**src/rtl/ext_pipe.sv**
```systemverilog
// Registered multi-mode immediate extender (zero/sign/LUI/branch-offset) behind a
// two-entry valid/ready skid buffer. Define EXT_OP_ERR_EN to flag reserved ext_op codes.
module ext_pipe #(
   parameter int IMM_W  = 16,
   parameter int DATA_W = 32
) (
   input  logic              clk,
   input  logic              reset,
   input  logic              flush,
   input  logic              in_valid,
   output logic              in_ready,
   input  logic [IMM_W-1:0]  imm,
   input  logic [2:0]        ext_op,
   output logic              out_valid,
   input  logic              out_ready,
   output logic [DATA_W-1:0] ext_out,
   output logic              op_err
);

   localparam int PAD = DATA_W - IMM_W;

   typedef enum logic [1:0] {
      EMPTY = 2'd0,
      ONE   = 2'd1,
      TWO   = 2'd2
   } state_t;

   state_t            state;
   state_t            state_nxt;
   logic [DATA_W-1:0] head;
   logic [DATA_W-1:0] skid;
   logic [DATA_W-1:0] ext_val;
   logic [DATA_W-1:0] zero_ext;
   logic [DATA_W-1:0] sign_ext;
   logic [DATA_W-1:0] lui_ext;
   logic [DATA_W-1:0] boff_ext;
   logic              accept;
   logic              deliver;
   logic              load_head;
   logic              load_skid;
   logic              head_from_skid;

   assign zero_ext = {{PAD{1'b0}}, imm};
   assign sign_ext = {{PAD{imm[IMM_W-1]}}, imm};
   assign lui_ext  = {imm, {PAD{1'b0}}};
   assign boff_ext = {sign_ext[DATA_W-3:0], 2'b00};

   // Entries are stored already extended so the output path is a plain register.
   always_comb begin
      ext_val = zero_ext;
      case (ext_op)
         3'd0: ext_val = zero_ext;
         3'd1: ext_val = sign_ext;
         3'd2: ext_val = lui_ext;
         3'd3: ext_val = boff_ext;
`ifdef EXT_OP_ERR_EN
         default: ext_val = '0;
`else
         default: ext_val = zero_ext;
`endif
      endcase
   end

   assign in_ready  = (state != TWO);
   assign out_valid = (state != EMPTY);
   assign ext_out   = head;
   assign accept    = in_valid && in_ready;
   assign deliver   = out_valid && out_ready;

   // Flush overrides every handshake of the cycle.
   always_comb begin
      state_nxt      = state;
      load_head      = 1'b0;
      load_skid      = 1'b0;
      head_from_skid = 1'b0;
      if (flush) begin
         state_nxt = EMPTY;
      end else begin
         case (state)
            EMPTY: begin
               if (accept) begin
                  load_head = 1'b1;
                  state_nxt = ONE;
               end
            end
            ONE: begin
               if (accept && deliver) begin
                  load_head = 1'b1;
               end else if (accept) begin
                  load_skid = 1'b1;
                  state_nxt = TWO;
               end else if (deliver) begin
                  state_nxt = EMPTY;
               end
            end
            TWO: begin
               if (deliver) begin
                  head_from_skid = 1'b1;
                  state_nxt      = ONE;
               end
            end
            default: state_nxt = EMPTY;
         endcase
      end
   end

   always_ff @(posedge clk or negedge reset) begin
      if (!reset) begin
         state <= EMPTY;
         head  <= '0;
         skid  <= '0;
      end else begin
         state <= state_nxt;
         if (load_head) begin
            head <= ext_val;
         end else if (head_from_skid) begin
            head <= skid;
         end
         if (load_skid) begin
            skid <= ext_val;
         end
      end
   end

`ifdef EXT_OP_ERR_EN
   // Sticky until reset; flush deliberately leaves it alone.
   always_ff @(posedge clk or negedge reset) begin
      if (!reset) begin
         op_err <= 1'b0;
      end else if (!flush && accept && ext_op[2]) begin
         op_err <= 1'b1;
      end
   end
`else
   assign op_err = 1'b0;
`endif

endmodule

```
**config.mk**
```make
export PLATFORM = sky130hd
export DESIGN_NAME = ext_pipe
export DESIGN_NICKNAME = d
export VERILOG_FILES = /design/src/rtl/ext_pipe.sv
export SDC_FILE = /design/constraint.sdc
export NUM_CORES = 1
export LEC_CHECK = 0
export CORE_MARGIN = 2
export CORE_UTILIZATION = 50
export DETAILED_ROUTE_END_ITERATION = 7
export PLACE_DENSITY = 0.76
export SLEW_MARGIN = 20
export SYNTH_ARGS = -nofsm -noshare
export SYNTH_HDL_FRONTEND = slang
export SYNTH_SLANG_ARGS = --single-unit
```
**constraint.sdc**
```tcl
create_clock -name clk -period 1.9 [get_ports clk]
set_input_delay 0.19 -clock clk [delete_from_list [all_inputs] [get_ports clk]]
set_output_delay 0.19 -clock clk [all_outputs]
set_load 0.05 [all_outputs]
```
==> flow_summary.yaml <==
route:
  drtIter0Drc: 145
  drc: 0
  num_vias: 2551
  ant_nets: 0
  dr.pass1.iters: 4
  wl_per_cell_um: 16.25
  drt_wl_total_mm: 7.623
  via_per_inst: 5.439
layout:
  fin_cells: 469
  design_area_um2: 4419
  final_cell_mix: "mux2i_1, dfrtp_1, clkdlybuf4s50_1"
  diodes: 0
  area_delta_synth_final_pct: 26.19
  fin_nets: 393
  n_fill_cell: 550
  final_layout_size_suffix_gt1_frac: 0.1314
logic_synthesis:
  synth_xor_area_frac: 0
  syn_nets: 332
  yosys-mux-area-fraction: 0.2047
  synth_top_family_by_area: "multiplexers"
  syn-cell-area_um2: 3502
  yosysWarnings: 0
  netlist_instances: 308
  synth_compound_area_frac: 0.1240
  ys_ff_latch: 66
  seq_area_frac_synth: 0.4716
  syn-mean-instance-area_um2: 11.37
  synthArstFlopShare: 1.000
  synth_simple_gate_area_frac: 0.1236
  synth-edff-count: 0
  synth_cell_types: 35
  synth_flop_cell: "dfrtp_1"
  synth_fa_ha_area_frac: 0
timing:
  fmax_ghz: 0.5670
  report.final.slew_viol_count: 0
  setup-violations-final: 0
  finalCritPeriodShare: 0.9283
  slew_headroom: 0.6563
  worst_slew_pin_slew_ns: 0.5140
  worst_slack_ns: 0.1363
  fin_skew_ns: 0.005395
  finalHoldViolations: 0
  rsz0062_at_grt: "no"
  layout_min_cycle_time_ns: 1.764
setup_path:
  crit_required_ns: 1.71
  arrival_ns: 1.57
  crit_path_end_kind: "output port"
  critPathLaunchType: "flop"
  critPathKind: "reg -> out"
  worst-path-max-fanout: 9
power:
  powerDensity_nw_per_um2: 1068
  vdd_ir_drop_max_mv: 0.5364
  p_leak_nw: 2.312
place:
  dp_cells: 453
  post-place-ws_ns: -0.001525
  numPortBuffers: 57
  routabilityCongestion: 0.8001
  hpwl_mm: 5.341
  place_area_um2: 4179
grt:
  use_met1: 0.3006
  gr-usage-met2: 0.3320
  grt_pass1_wl_mm: 12.56
  grt_max_degree: 67
  busiest_layer: "met2"
  gr-total-overflow: 0
  met3_usage: 0.04901
  antenna_found_initial: 0
  grt_pass1_vias: 2491
  grt.total_usage: 0.2147
clocking:
  numCtsBuffers: 9
  clk_pin_slew_ns: 0.07
  post_cts_buffers: 0
  cts_buffer_depth: 2
  cts_tree: "done"
  insertion_delay_ns: 0.35
  cts-root-buf: "clkbuf_8"
  cts.sinks: 66
  htreeDepth: 3
floorplanning:
  chipHeight_um: 87.69
  die_x_um: 87.69
  ios: 59
  die_area_um2: 7690
  core_um2: 6794
  core.rowCount: 30
  start_util: 0.5155
job:
  cap_violations: 0
run_status:
  status: "finished clean"
worst_hold_path:
  hold_path_class: "in -> async"
-- layer usage --
metal	routed length [um]	part of all wire
met2	3648	0.48
met5	0	0
met1	3682	0.48
met3	268	0.035
met4	24	0.0031
-- power by group --
| group | switching (mW) | internal, mW |
|---|---|---|
| Combinational | 0.858 | 0.554 |
| Sequential | 0.180 | 1.73 |
| Clock | 0.530 | 0.865 |
| Total | 1.57 | 3.15 |
-- final cells by class --
cell class	instances	area [um2]	area share
flip-flops and latches	66	1652	0.3737
clock buffers	10	127.6	0.02888
inverters	19	71.32	0.01614
repair buffers	77	752.0	0.1702
well taps	96	120.1	0.02718
clock inverters	5	103.9	0.02350
multi-input cells	196	1593	0.3604
-- critical path, stage by stage (launching register included) --
cell           delay [ns]
dfrtp_1              0.49
or2_2                0.31
dlygate4sd2_1        0.42
-- state kept, by name, summed over array words and instances, names as in the netlist --
register  cells
ext_out      32
skid         32
state         2
-- cell families (layout without fill, tap and decap cells) --
group,after synthesis,count (layout)
compound gates,69,69
buf+inv,46,111
simple gates,55,55
flops,66,66
other cells,1,1
mux,71,71
-- through the flow --
stage            util  setup TNS, ns  total power, mW  hold slack, ns
2_1_floorplan       -              0            2.852         -0.1056
3_3_place_gp   0.6151              0            3.311          0.2328
3_5_place_dp   0.6151      -0.001525            3.359          0.2321
4_1_cts        0.6505              0            4.759          0.4017
5_1_grt        0.6505              0            4.956          0.4150
6_report       0.6505              0            4.719          0.3810
-- timing repair --
| action | CTS | global route |
|---|---|---|
| hold buffers | 1 | 0 |
| setup endpoints to repair | 1 | 0 |
| hold endpoints to repair | 66 | 0 |
| resized for setup | 1 | 0 |
-- Yosys cell counts (3+ instances only) --
cell type	number	area share
nand2b_1	4	0.0071
clkbuf_1	11	0.012
a221oi_1	4	0.010
buf_6	6	0.019
nand3b_1	15	0.032
mux2i_1	66	0.19
buf_2	5	0.0071
dfrtp_1	66	0.47
a31oi_1	14	0.025
a21oi_1	32	0.046
a21o_1	13	0.028
nand2_1	5	0.0054
buf_4	3	0.0064
mux2_2	4	0.013
nor2_1	5	0.0054
and4b_1	14	0.040
inv_1	19	0.020
-- worst paths after layout --
check / start / end / slack [ns] / cells past startpoint
worst max-delay path: state[1] / out_valid / 0.14 / 2
worst min-delay path: reset / state[1] / 0.38 / 3
worst max register to register: state[1] / ext_out[30] / 0.26 / 3
worst min register to register: skid[31] / skid[31] / 0.51 / 1
max in group asynchronous: reset / ext_out[27] / 1.23 / 3
min in group clk: skid[31] / skid[31] / 0.51 / 1
No activity file was read; power rests on OpenSTA's default activity.
